==> src/rtl/uart_pkg.sv <==
// Shared types for the UART receiver: FSM state encoding, parity modes
// and the word format stored in the receive FIFO.
package uart_pkg;

    typedef enum logic [2:0] {
        ST_IDLE,
        ST_START,
        ST_DATA,
        ST_PARITY,
        ST_STOP
    } rx_state_e;

    localparam int PAR_NONE = 0;
    localparam int PAR_EVEN = 1;
    localparam int PAR_ODD  = 2;

    localparam int MAX_DATA_BITS = 9;

    // Sized for the widest frame; narrower configs leave upper data bits zero.
    typedef struct packed {
        logic                     perr;
        logic                     ferr;
        logic [MAX_DATA_BITS-1:0] data;
    } rx_word_t;

endpackage

==> src/rtl/uart_rx_fifo.sv <==
// Show-ahead receive FIFO; a push into a full FIFO succeeds only when a pop
// frees a slot in the same cycle.
module uart_rx_fifo #(
    parameter int WIDTH = 11,
    parameter int DEPTH = 4
) (
    input  logic                       clk,
    input  logic                       rst,
    input  logic                       push_i,
    input  logic [WIDTH-1:0]           din_i,
    input  logic                       pop_i,
    output logic [WIDTH-1:0]           dout_o,
    output logic                       full_o,
    output logic                       empty_o,
    output logic [$clog2(DEPTH):0]     count_o
);
    localparam int AW = $clog2(DEPTH);

    logic [WIDTH-1:0] mem_q [DEPTH];
    logic [AW-1:0]    wptr_q, rptr_q;
    logic [AW:0]      cnt_q;
    logic             do_push, do_pop;

    assign empty_o = (cnt_q == '0);
    assign full_o  = (cnt_q == (AW+1)'(DEPTH));
    assign count_o = cnt_q;
    assign dout_o  = mem_q[rptr_q];

    assign do_pop  = pop_i & ~empty_o;
    assign do_push = push_i & (~full_o | do_pop);

    // Pointers wrap naturally since DEPTH is a power of two.
    always_ff @(posedge clk) begin
        if (rst) begin
            wptr_q <= '0;
            rptr_q <= '0;
            cnt_q  <= '0;
        end else begin
            if (do_push) wptr_q <= wptr_q + 1'b1;
            if (do_pop)  rptr_q <= rptr_q + 1'b1;
            case ({do_push, do_pop})
                2'b10:   cnt_q <= cnt_q + 1'b1;
                2'b01:   cnt_q <= cnt_q - 1'b1;
                default: cnt_q <= cnt_q;
            endcase
        end
    end

    always_ff @(posedge clk) begin
        if (do_push) mem_q[wptr_q] <= din_i;
    end

endmodule

==> src/rtl/uart_rx_cfg.sv <==
// Configurable UART receiver: synchronizer, mid-bit sampling FSM with
// parity/framing/break detection, feeding a show-ahead FIFO.
module uart_rx_cfg
    import uart_pkg::*;
#(
    parameter int CLKS_PER_BIT = 16,
    parameter int DATA_BITS    = 8,
    parameter int PARITY       = 0,
    parameter int STOP_BITS    = 1,
    parameter int FIFO_DEPTH   = 4
) (
    input  logic                 clk,
    input  logic                 rst,
    input  logic                 rx,
    output logic [DATA_BITS-1:0] m_data,
    output logic                 m_perr,
    output logic                 m_ferr,
    output logic                 m_valid,
    input  logic                 m_ready,
    output logic                 overrun,
    output logic                 break_det,
    output logic                 busy
);
    localparam int CNT_W = $clog2(CLKS_PER_BIT);
    localparam int IDX_W = $clog2(DATA_BITS + 1);
    localparam logic [CNT_W-1:0] CNT_HALF  = CNT_W'(CLKS_PER_BIT / 2 - 1);
    localparam logic [CNT_W-1:0] CNT_LAST  = CNT_W'(CLKS_PER_BIT - 1);
    localparam logic [IDX_W-1:0] IDX_DLAST = IDX_W'(DATA_BITS - 1);
    localparam logic [IDX_W-1:0] IDX_SLAST = IDX_W'(STOP_BITS - 1);

    logic [1:0]           sync_q;
    logic                 rxs;
    rx_state_e            state_q, state_d;
    logic [CNT_W-1:0]     cnt_q, cnt_d;
    logic [IDX_W-1:0]     idx_q, idx_d;
    logic [DATA_BITS-1:0] data_q, data_d;
    logic                 par_q, par_d;
    logic                 perr_q, perr_d;
    logic                 ferr_q, ferr_d;
    logic                 zero_q, zero_d;
    logic                 brkw_q, brkw_d;

    logic     sample, zero_fin, fin_stop;
    logic     push, brk;
    rx_word_t push_word, head;
    logic     fifo_full, fifo_empty, pop;

    assign rxs      = sync_q[1];
    assign sample   = (cnt_q == CNT_LAST);
    // Break looks at data, parity and only the first stop bit.
    assign zero_fin = zero_q & ((idx_q != '0) | ~rxs);
    assign fin_stop = (state_q == ST_STOP) && sample && (idx_q == IDX_SLAST);

    always_ff @(posedge clk) begin
        if (rst) begin
            sync_q  <= 2'b11;
            state_q <= ST_IDLE;
            cnt_q   <= '0;
            idx_q   <= '0;
            data_q  <= '0;
            par_q   <= 1'b0;
            perr_q  <= 1'b0;
            ferr_q  <= 1'b0;
            zero_q  <= 1'b0;
            brkw_q  <= 1'b0;
        end else begin
            sync_q  <= {sync_q[0], rx};
            state_q <= state_d;
            cnt_q   <= cnt_d;
            idx_q   <= idx_d;
            data_q  <= data_d;
            par_q   <= par_d;
            perr_q  <= perr_d;
            ferr_q  <= ferr_d;
            zero_q  <= zero_d;
            brkw_q  <= brkw_d;
        end
    end

    always_comb begin
        state_d = state_q;
        cnt_d   = cnt_q;
        idx_d   = idx_q;
        data_d  = data_q;
        par_d   = par_q;
        perr_d  = perr_q;
        ferr_d  = ferr_q;
        zero_d  = zero_q;
        brkw_d  = brkw_q;
        case (state_q)
            ST_IDLE: begin
                cnt_d = '0;
                if (brkw_q) begin
                    if (rxs) brkw_d = 1'b0;
                end else if (!rxs) begin
                    state_d = ST_START;
                    idx_d   = '0;
                    par_d   = 1'b0;
                    perr_d  = 1'b0;
                    ferr_d  = 1'b0;
                    zero_d  = 1'b1;
                end
            end
            ST_START: begin
                if (cnt_q == CNT_HALF) begin
                    cnt_d   = '0;
                    state_d = rxs ? ST_IDLE : ST_DATA;
                end else begin
                    cnt_d = cnt_q + 1'b1;
                end
            end
            ST_DATA: begin
                if (sample) begin
                    cnt_d  = '0;
                    data_d = {rxs, data_q[DATA_BITS-1:1]};
                    par_d  = par_q ^ rxs;
                    zero_d = zero_q & ~rxs;
                    if (idx_q == IDX_DLAST) begin
                        idx_d   = '0;
                        state_d = (PARITY != PAR_NONE) ? ST_PARITY : ST_STOP;
                    end else begin
                        idx_d = idx_q + 1'b1;
                    end
                end else begin
                    cnt_d = cnt_q + 1'b1;
                end
            end
            ST_PARITY: begin
                if (sample) begin
                    cnt_d   = '0;
                    perr_d  = (PARITY == PAR_ODD) ? ~(par_q ^ rxs) : (par_q ^ rxs);
                    zero_d  = zero_q & ~rxs;
                    state_d = ST_STOP;
                end else begin
                    cnt_d = cnt_q + 1'b1;
                end
            end
            ST_STOP: begin
                if (sample) begin
                    cnt_d  = '0;
                    ferr_d = ferr_q | ~rxs;
                    zero_d = zero_fin;
                    if (idx_q == IDX_SLAST) begin
                        state_d = ST_IDLE;
                        brkw_d  = zero_fin;
                    end else begin
                        idx_d = idx_q + 1'b1;
                    end
                end else begin
                    cnt_d = cnt_q + 1'b1;
                end
            end
            default: state_d = ST_IDLE;
        endcase
    end

    always_comb begin
        busy           = (state_q != ST_IDLE);
        push           = fin_stop & ~zero_fin & ~rst;
        brk            = fin_stop & zero_fin & ~rst;
        push_word      = '0;
        push_word.perr = perr_q;
        push_word.ferr = ferr_q | ~rxs;
        push_word.data = MAX_DATA_BITS'(data_q);
    end

    uart_rx_fifo #(
        .WIDTH ($bits(rx_word_t)),
        .DEPTH (FIFO_DEPTH)
    ) u_fifo (
        .clk     (clk),
        .rst     (rst),
        .push_i  (push),
        .din_i   (push_word),
        .pop_i   (pop),
        .dout_o  (head),
        .full_o  (fifo_full),
        .empty_o (fifo_empty),
        .count_o ()
    );

    assign m_valid   = ~fifo_empty;
    assign pop       = m_valid & m_ready;
    assign m_data    = head.data[DATA_BITS-1:0];
    assign m_perr    = head.perr;
    assign m_ferr    = head.ferr;
    assign overrun   = push & fifo_full & ~pop;
    assign break_det = brk;

endmodule

==> config.mk <==
export PLATFORM = sky130hd
export DESIGN_NAME = uart_rx_cfg
export DESIGN_NICKNAME = d
export VERILOG_FILES = /design/src/rtl/uart_pkg.sv /design/src/rtl/uart_rx_fifo.sv /design/src/rtl/uart_rx_cfg.sv
export SDC_FILE = /design/constraint.sdc
export NUM_CORES = 1
export LEC_CHECK = 0
export BUFFER_PORTS_ARGS = -buffer_cell sky130_fd_sc_hd__buf_2
export CAP_MARGIN = 10
export CORE_UTILIZATION = 35
export CTS_BUF_LIST = sky130_fd_sc_hd__clkbuf_2
export DETAILED_ROUTE_END_ITERATION = 10
export MAX_ROUTING_LAYER = met4
export SETUP_SLACK_MARGIN = 0.05
export SLEW_MARGIN = 20
export SYNTH_ARGS = -nofsm -noshare
export SYNTH_HDL_FRONTEND = slang
export SYNTH_SLANG_ARGS = --single-unit
==> constraint.sdc <==
create_clock -name clk -period 2.8 [get_ports clk]
set_clock_uncertainty 0.15 [all_clocks]
set_input_delay 0.14 -clock clk [delete_from_list [all_inputs] [get_ports clk]]
set_output_delay 0.14 -clock clk [all_outputs]
set_load 0.01 [all_outputs]
==> results by group, run 1 <==
Global route
  • First-pass GRT wire length: around 10000 um
  • Initial antenna violation count: 0
  • Pin count of the biggest net entering global routing: 38
  • Vias in the first global route: 2064
  • GR Overflow Total: 0
  • GRT Total Usage: 13.68%

Power and ir drop
  • Clock group share of total power: 31.1%
  • Power Density: ~500 mW/mm^2
  • Switching Share: approximately a quarter
  • Leak: about 1.3 nW
  • Logic pwr share: under 10%
  • Worst vdd ir: roughly 0.2 mV
  • Psw: 0.4772 mW
  • Internal Pwr Total: roughly 1.4 mW
  • Sequential share of power: just over 60%

Detailed routing
  • DRT Pass-1 Iters: 4
  • 1st-iter DRT viols: 79
  • Vias: between 2k and 2.5k
  • DR WL/cell: roughly 14 um
  • Total Wirelength: about 6100 um
  • Vias/cell: approximately 5
  • DRC: 0
  • Final ANT Viol Nets: 0

Critical path
  • Worst Setup Start Kind: flop
  • WP data required: 3080 ps
  • Worst-path fanout max: 4
  • Reg2reg start: idx_q[0]$_SDFFE_PP0P_
  • Crit path launch: idx_q[0]$_SDFFE_PP0P_
  • CP Data Arrival Time: ~2800 ps
  • Nature of the critical path endpoint: flop
  • CP Class: reg2reg
  • Worst R2R Setup Slack: 250 ps

STA
  • Crit path time final: 2546 ps
  • Final hold violations: 0
  • RSZ-0062 raised after global routing: false
  • Final setup viols: 0
  • Final Max Slew Viols: 0
  • Final worst-path cycle share: 90.91%
  • Relative slew slack: a little over half
  • Total negative slack: 0 ps
  • Least-Margin Pin Slew: between 600 and 700 ps
  • Fmax: 392.8 MHz

Job
  • MaxCap Viol Count: 0

Synthesis
  • Yosys warning count: 0
  • Synthesized instance count: between 200 and 300
  • Synth Register Bits: 75
  • Number of enable flip-flop cells after synthesis: 40
  • Yosys cell types: slightly below 60
  • Synth Cell Area: between 0.003 and 0.004 mm^2
  • Post-synth top flop: edfxtp_1
  • Asr flop ratio synth: 0%
  • Seq/Total Area, Yosys: between 50% and 60%
  • Synthesized area per cell: around 12 um^2
  • Syn Nets: between 200 and 300

Finish
  • Share of cells above drive strength 1: between 20% and 30%
  • NumNets Final: approximately 320
  • Area of the multi-input gates: about 0.0014 mm^2
  • Filler Cells Inserted: 902
  • Design area: between 0.003 and 0.004 mm^2
  • Layout area overhead: 13.25%
  • FF/Latch Area: 0.001907 mm^2
  • Antenna diodes: 0

Clock network
  • Clock tree root buffer cell: clkbuf_2
  • CTS clk-pin slew, worst paths: 220 ps
  • Number of buffers created by CTS: 9
  • CTS Sinks: 75
  • Clk Latency, worst-skew pair: roughly 500 ps
  • CTS H-tree depth: 3
  • CTS tree: built
  • Clock Path Buffers: 2

Floorplanning
  • Floorplan row count: 35
  • CORE AREA: between 0.009 and 0.01 mm^2
  • DIE AREA: around 0.010 mm^2
  • I/O pins: 18
  • Die Span Y: around 100 um
  • DIE WIDTH: roughly 100 um
  • Initial Util: a little over a third

Min path
  • Worst hold start: rx
  • Hold crit path type: in2reg

Placed design
  • Port Buffers: 17
  • GP Congestion: 0.7671
  • Placed inst area: around 0.0037 mm^2
  • HPWL Detailed: about 4000 um

Run status
  • Status: finished, final reports clean
## state kept, by name, summed over array words and instances (netlist names), 3 cells and up, named ones only
name,cells
cnt_q,4
state_q,3
idx_q,4
u_fifo.count_o,3
u_fifo.mem_q,40
data_q,8
## area by class of cell
type | instances | share of cell area (%)
inverter | 12 | 1.173
clock buffer | 10 | 1.304
tap | 129 | 4.205
timing repair buffer | 35 | 5.932
multi-input combinational | 178 | 35.98
sequential | 75 | 49.67
clock inverter | 6 | 1.728
## power groups by stage
stage	clock, mW	sequential, mW	combinational (mW)
finish	0.593	1.16	0.150
detailed placement	0	1.19	0.145
global placement	0	1.19	0.145
floorplan	0	1.19	0.111
global route	0.657	1.17	0.165
CTS	0.619	1.17	0.149
## cells in the final DEF (no fill, tap or decap), types with 5 or more instances in the layout
cell      instances
nor3_1            8
and2_1            5
nand2_1          15
a21oi_1          24
dfxtp_1          33
buf_4            15
clkbuf_2         10
inv_1            11
nand2b_1          5
ha_1              7
nand3_1          15
mux4_2           10
or3_1             8
buf_2            17
o21ai_0           7
nor2_1           16
edfxtp_1         40
## critical path, cell delays in order (launching register included)
cell	delay (ps)
dfxtp_2	390
inv_2	50
ha_1	130
nor3b_4	220
nand4_2	150
nor4b_4	320
inv_1	70
ha_2	180
inv_1	70
fa_2	180
xor2_1	70
or3_1	360
a21oi_2	110
## per-stage QoR
stage	setup WS [ps]	power, mW	instances	hold WS (ps)	util, %
5_1_grt	55.39	1.988	445	172.2	41.15
3_3_place_gp	184.0	1.333	424	173.2	39.24
3_5_place_dp	140.6	1.334	424	180.2	39.24
2_1_floorplan	192.0	1.301	281	93.81	-
4_1_cts	109.6	1.934	443	166.9	40.80
6_report	254.4	1.908	445	214.7	41.15
## synth_stat cells (2+ instances only)
cell type | n | area (um^2)
o211ai_1 | 3 | 22.52
or3b_1 | 2 | 17.52
buf_1 | 3 | 11.26
and2_1 | 5 | 31.28
and3b_1 | 2 | 17.52
a22oi_1 | 2 | 15.01
nor3b_4 | 2 | 37.54
xor2_1 | 3 | 26.28
nand2_1 | 15 | 56.30
or3_1 | 8 | 50.05
mux4_2 | 10 | 225.2
a21oi_1 | 25 | 125.1
buf_2 | 4 | 20.02
o31ai_1 | 3 | 22.52
nand2b_1 | 5 | 31.28
nand3_1 | 15 | 75.07
edfxtp_1 | 40 | 1201
a211o_1 | 2 | 17.52
nor2_1 | 16 | 60.06
o21ai_0 | 7 | 35.03
or2_2 | 3 | 18.77
ha_1 | 8 | 100.1
inv_1 | 12 | 45.04
xnor2_1 | 3 | 26.28
nor2b_1 | 2 | 12.51
buf_4 | 2 | 15.01
dfxtp_1 | 35 | 700.7
nor3_1 | 8 | 40.04
a311oi_1 | 2 | 17.52
clkbuf_1 | 6 | 22.52
## logic make-up after synthesis
logic type                 after synthesis  synth area share (%)
and+or+nand+nor                         94                 16.50
DFF                                     75                 56.11
AOI/OAI and AO/OA                       56                 11.07
buffers and inverters                   28                 3.506
muxes                                   13                 7.715
adders and majority gates                9                 3.544
xor gates and xnor gates                 6                 1.551
## final timing paths
path | to | depth (start not counted)
max | u_fifo.count_o[2]$_SDFFE_PP0P_ | 12
min reg2reg | sync_q[1]$_SDFF_PP1_ | 1
min | sync_q[0]$_SDFF_PP1_ | 3
max reg2reg | u_fifo.count_o[2]$_SDFFE_PP0P_ | 12
## metal layers
layer	routed length [um]	GRT usage, %	vias to the layer above
li1	-	-	1111
met1	2992	17.45	1068
met2	2818	21.02	41
met3	205	3.482	8
met4	90	5.017	0
met5	0	-	-
## what timing repair did
action	CTS	global route
buffers inserted	0	2
setup endpoints to repair	0	1
gates resized for setup	0	8
endpoints found under the hold margin	5	0
hold buffers	3	0
Note: power is estimated with default switching activity, not from simulation.
==> run 2, diff against run 1 <==
- CTS_CLUSTER_SIZE: not set -> 40
- SYNTH_HIERARCHICAL: not set -> 1
==> results by group, run 2 <==
STA
  • Crit path time final: 2533 ps (-12.66 ps)
  • Final worst-path cycle share: 90.46% (-0.45 points)
  • Least-Margin Pin Slew: 694.6 ps (+4.467 ps)
  • Relative slew slack: 53.63% (-0.30 points)
  • Final hold violations: 0 (unchanged)
  • RSZ-0062 raised after global routing: false
  • Final Max Slew Viols: 0 (unchanged)
  • Fmax: 394.8 MHz (+0.50%)
  • Final setup viols: 0 (unchanged)
  • Total negative slack: 0 ps (unchanged)

Power and ir drop
  • Sequential share of power: 61.4% (+0.4 points)
  • Worst vdd ir: 0.2816 mV (+42%)
  • Logic pwr share: 3.2% (-4.7 points)
  • Clock group share of total power: 35.4% (+4.3 points)
  • Power Density: 488.8 mW/mm^2 (-1.6%)
  • Internal Pwr Total: 1.471 mW (+2.8%)
  • Psw: 0.4103 mW (-14%)
  • Leak: 1.356 nW (+1.5%)
  • Switching Share: 21.81% (-3.2 points)
  • Total power: 1.881 mW (-1.4%)

Detailed routing
  • DRC: 0 (unchanged)
  • Routed wl met2: 2839 um (+0.75%)
  • DRT Pass-1 Iters: 4 (unchanged)
  • Vias/cell: 4.925 (-1.6%)
  • WL met1: 2852 um (-4.7%)
  • Top Layer Used: met4
  • Met3 Wirelength: 293 um (+43%)
  • Total Wirelength: 6016 um (-1.5%)
  • 1st-iter DRT viols: 77 (-2.5%)
  • DR WL/cell: 13.28 um (-3.2%)
  • Final ANT Viol Nets: 0 (unchanged)
  • Vias: 2231 (+0.13%)

Floorplanning
  • DIE WIDTH: 100.9 um (+0.52%)
  • Initial Util: 36.56% (+0.22 points)
  • I/O pins: 18 (unchanged)
  • Die Span Y: 100.9 um (+0.52%)
  • CORE AREA: 0.009371 mm^2 (+0.47%)
  • DIE AREA: 0.01019 mm^2 (+1.0%)
  • Floorplan row count: 35 (unchanged)

Clock network
  • CTS Sinks: 75 (unchanged)
  • Number of buffers created by CTS: 9 (unchanged)
  • Postcts setup bufs: 0 (unchanged)
  • CTS clk-pin slew, worst paths: 190 ps (-30 ps)
  • CTS H-tree depth: 3 (unchanged)
  • Clock Path Buffers: 2 (unchanged)
  • CTS tree: built
  • Clk Latency, worst-skew pair: 480 ps (-20 ps)
  • Clock tree root buffer cell: clkbuf_2

Finish
  • Share of cells above drive strength 1: 22.22% (-3.7 points)
  • Filler Cells Inserted: 943 (+4.5%)
  • Layout area overhead: 12.34%
  • Area of the multi-input gates: 0.001384 mm^2 (+0.18%)
  • Max reg flops: 40 (unchanged)
  • Largest regs: u_fifo/mem_q x40, data_q x8
  • Commonest non-fill, non-tap cell in the layout: edfxtp_1
  • FF/Latch Area: 0.001902 mm^2 (-0.26%)
  • Largest reg by FF count: u_fifo/mem_q
  • NumNets Final: 332 (+2.5%)
  • Antenna diodes: 0 (unchanged)
  • Commonest cells after routing, fill and taps aside: edfxtp_1, dfxtp_1, nand2_1

Synthesis
  • Yosys warning count: 6 (+6)
  • Syn Nets: 303 (+3.1%)
  • Synthesized instance count: 291 (+3.6%)
  • Synth Cell Area: 0.003426 mm^2 (+1.1%)
  • Synthesized area per cell: 11.77 um^2 (-2.4%)

Job
  • MaxCap Viol Count: 0 (unchanged)

Critical path
  • Nature of the critical path endpoint: flop
  • Worst Setup Start Kind: flop
  • CP Class: reg2reg
  • WP data required: 3050 ps (-30 ps)
  • Worst-path fanout max: 4 (unchanged)
  • CP Data Arrival Time: 2780 ps (-40 ps)

Global route
  • Pin count of the biggest net entering global routing: 33 (-13%)
  • GR Overflow Total: 0 (unchanged)
  • First-pass GRT wire length: 10070 um (-2.3%)
  • Vias in the first global route: 2141 (+3.7%)
  • GRT Total Usage: 13.35% (-0.33 points)
  • Initial antenna violation count: 0 (unchanged)

Min path
  • Hold crit path type: in2reg

Placed design
  • HPWL Detailed: 4190 um (+3.7%)
  • GP Congestion: 0.7731 (+0.78%)
  • Port Buffers: 17 (unchanged)

Run status
  • Status: finished, final reports clean
## run 2: repair_timing
action / CTS / global route
hold buffers: 2 / 0
endpoints found under the setup margin: 0 / 39
endpoints found under the hold margin: 21 / 0
resized for setup: 0 / 1
## run 2: path summary, 6_finish.rpt
path	startpoint	end	slack, ps	depth (start not counted)
worst max-delay path	idx_q[0]$_SDFFE_PP0P_	u_fifo/count_o[2]$_SDFFE_PP0P_	270	10
worst min register to register	sync_q[0]$_SDFF_PP1_	sync_q[1]$_SDFF_PP1_	290	1
worst max register to register	idx_q[0]$_SDFFE_PP0P_	u_fifo/count_o[2]$_SDFFE_PP0P_	270	10
worst min-delay path	m_ready	u_fifo/count_o[0]$_SDFFE_PP0P_	190	5
## run 2: metrics by stage
stage	cells	hold slack [ps]	utilization [%]	worst slack, ps	instance area, um^2
after detailed placement	436	175.8	39.35	234.9	3687
final	453	186.8	41.07	267.1	3849
after floorplan	291	93.81	-	125.9	3426
after global routing	453	125.5	41.07	98.47	3849
after global placement	436	173.7	39.35	282.4	3687
after CTS	453	124.2	41.00	163.1	3842
## run 2: layout make-up
cell class,instances,area share (%)
flip-flops and latches,75,49.41
well taps,129,4.194
multi-input cells,187,35.96
clock buffers,9,1.170
inverters,13,1.268
repair buffers,34,5.657
clock inverters,6,2.341
## run 2: critical path, cell delays in order, from the launching register on
cell and delay (ps):
dfxtp_1 410, inv_1 70, ha_1 190, nor3b_4 150, nand2_1 120, nor4b_2 70
nand2b_1 160, fa_1 440, nand2b_1 160, o31ai_2 200, mux2_1 340
## run 2: per-layer routing
layer  global-route usage, %  up-vias
met4                   3.456        0
met1                   15.85     1052
met5                       -        -
met2                   21.60       54
met3                   4.716        2
li1                        -     1123
## run 2: power by group through the flow
| stage | sequential, mW | clock (mW) | combinational [mW] |
|---|---|---|---|
| floorplan | 1.18 | 0 | 0.0432 |
| CTS | 1.15 | 0.693 | 0.0612 |
| finish | 1.15 | 0.666 | 0.0610 |
| global placement | 1.18 | 0 | 0.0585 |
| detailed placement | 1.18 | 0 | 0.0589 |
| global route | 1.16 | 0.737 | 0.0678 |
==> run 3, diff against run 2 <==
- ABC_CLOCK_PERIOD_IN_PS: not set -> 2800
- CORE_ASPECT_RATIO: not set -> 0.8
- RECOVER_POWER: not set -> 100
==> results by group, run 3 (same netlist as run 2, synthesis figures left out) <==
Critical path
  • Worst-path fanout max: 10 (+6)
  • Max incr delay on CP: 410 ps (-30 ps)
  • Worst Reg-to-Reg Cells: 8 (-2)
  • Crit path launch: cnt_q[0]$_SDFFE_PP0P_
  • CP Data Arrival Time: 2750 ps (-30 ps)
  • Worst path cell trace: ha_1 > and3_1 > nand2_1 > nor4b_2 > buf_4 > nor2b_1 > and2_1 > clkbuf_4
  • Worst path slowest cell: dfxtp_1
  • Reg2reg start: cnt_q[0]$_SDFFE_PP0P_
  • Nature of the critical path endpoint: flop
  • Worst Setup Start Kind: flop
  • CP Class: reg2reg
  • WP data required: 2910 ps (-140 ps)

Finish
  • Post-route non-filler standard cell count: 440 (-2.9%)
  • Max reg flops: 40 (unchanged)
  • Largest reg by FF count: u_fifo/mem_q
  • Commonest cells after routing, fill and taps aside: edfxtp_1, dfxtp_1, nand2_1
  • Layout area overhead: 10.56%
  • Filler Cells Inserted: 901 (-4.5%)
  • Largest regs: u_fifo/mem_q x40, data_q x8
  • Commonest non-fill, non-tap cell in the layout: edfxtp_1
  • FF/Latch Area: 0.001902 mm^2 (unchanged)
  • NumNets Final: 332 (unchanged)
  • Area of the multi-input gates: 0.001364 mm^2 (-1.4%)
  • Antenna diodes: 0 (unchanged)
  • Share of cells above drive strength 1: 14.77% (-7.5 points)

Global route
  • First-pass GRT wire length: 10830 um (+7.5%)
  • Vias in the first global route: 2182 (+1.9%)
  • GRT Total Usage: 14.31% (+0.96 points)
  • Busiest grt layer: met2
  • Met3 Track Usage GR: 5.772% (+1.1 points)
  • GR Overflow Total: 0 (unchanged)
  • Grt met2 use: 21.24% (-0.36 points)
  • M1 GR Usage: 18.28% (+2.4 points)
  • Pin count of the biggest net entering global routing: 33 (unchanged)
  • Initial antenna violation count: 0 (unchanged)

STA
  • RSZ-0062 raised after global routing: false
  • Final Max Slew Viols: 0 (unchanged)
  • Total negative slack: 0 ps (unchanged)
  • Relative slew slack: 20.55% (-33 points)
  • Hold Slack: 123.4 ps (-63.39 ps)
  • Final hold violations: 0 (unchanged)
  • Crit path time final: 2643 ps (+110.4 ps)
  • Least-Margin Pin Slew: 1183 ps (+488.0 ps)
  • Final setup viols: 0 (unchanged)
  • Final worst-path cycle share: 94.40% (+3.9 points)
  • Fmax: 378.3 MHz (-4.2%)

Detailed routing
  • Final ANT Viol Nets: 0 (unchanged)
  • DRT Pass-1 Iters: 4 (unchanged)
  • DRC: 0 (unchanged)
  • Vias: 2267 (+1.6%)
  • Vias/cell: 5.152 (+4.6%)
  • Total Wirelength: 6523 um (+8.4%)
  • 1st-iter DRT viols: 98 (+27%)
  • DR WL/cell: 14.83 um (+12%)

Placed design
  • GP Congestion: 0.8181 (+5.8%)
  • Placed insts: 422 (-3.2%)
  • Port Buffers: 17 (unchanged)
  • HPWL Detailed: 4373 um (+4.4%)

Clock network
  • Clock tree root buffer cell: clkbuf_2
  • CTS Sinks: 75 (unchanged)
  • CTS H-tree depth: 3 (unchanged)
  • Postcts setup bufs: 0 (unchanged)
  • Clk Latency, worst-skew pair: 540 ps (+60 ps)
  • CTS tree: built
  • Clock Path Buffers: 2 (unchanged)
  • Number of buffers created by CTS: 9 (unchanged)
  • CTS clk-pin slew, worst paths: 210 ps (+20 ps)

Floorplanning
  • DIE WIDTH: 112.6 um (+12%)
  • Die Span Y: 90.49 um (-10%)
  • CORE AREA: 0.009270 mm^2 (-1.1%)
  • I/O pins: 18 (unchanged)
  • Initial Util: 36.96% (+0.40 points)
  • Floorplan row count: 31 (-11%)
  • DIE AREA: 0.01019 mm^2 (about the same)

Power and ir drop
  • Leak: 1.289 nW (-4.9%)
  • Power Density: 506.8 mW/mm^2 (+3.7%)
  • Worst vdd ir: 0.2657 mV (-5.6%)

Min path
  • Worst hold start: m_ready
  • Hold crit path type: in2reg
  • Worst Hold Depth: 5 (unchanged)

Job
  • MaxCap Viol Count: 0 (unchanged)

Run status
  • Status: finished, final reports clean
[run 3: worst max-delay path: cells and delay by family (launching register included)]
family	cells	cell delay [ps]
AND/OR/NAND/NOR	5	1150
flip-flops	1	410
adder cells (fa/ha/maj)	1	230
buffers and inverters	2	430
[run 3: stage by stage]
stage / utilization [%] / total power, mW / worst slack, ps / area (um^2)
after floorplan: - / 1.221 / 125.9 / 3426
after global placement: 39.59 / 1.237 / 312.6 / 3670
after detailed placement: 39.59 / 1.238 / 256.3 / 3670
after CTS: 41.37 / 1.950 / 100.2 / 3835
after global routing: 40.86 / 1.994 / 37.80 / 3787
final: 40.86 / 1.919 / 156.7 / 3787
[run 3: power breakdown]
group / switching, mW / internal, mW
clock network: 0.401 / 0.303
registers: 0.00237 / 1.15
logic: 0.0374 / 0.0225
total: 0.441 / 1.48
[run 3: final cells by class]
cell class / count / area share (%)
inverter: 13 / 1.288
timing repair buffer: 34 / 4.856
sequential: 75 / 50.21
clock buffer: 9 / 1.189
multi-input combinational: 187 / 36.01
clock inverter: 7 / 2.643
tap: 115 / 3.799
[run 3: layer usage]
metal	wire length (um)	part of all wire, %	up-vias
li1	-	-	1125
met1	3208	49	1096
met2	2964	45	40
met3	293	4.5	6
met4	57	0.87	0
met5	0	0	-
[run 3: final timing paths]
kind / end / slack (ps)
min: u_fifo/count_o[0]$_SDFFE_PP0P_ / 120
max: u_fifo/mem_q[3][10]$_DFFE_PP_ / 160
max reg2reg: u_fifo/mem_q[3][10]$_DFFE_PP_ / 160
min reg2reg: sync_q[1]$_SDFF_PP1_ / 290
[run 3: what timing repair did]
item                                   CTS  global route
setup endpoints to repair                0             2
gates resized for setup                  0             1
hold buffers                             2             0
endpoints found under the hold margin   25             0
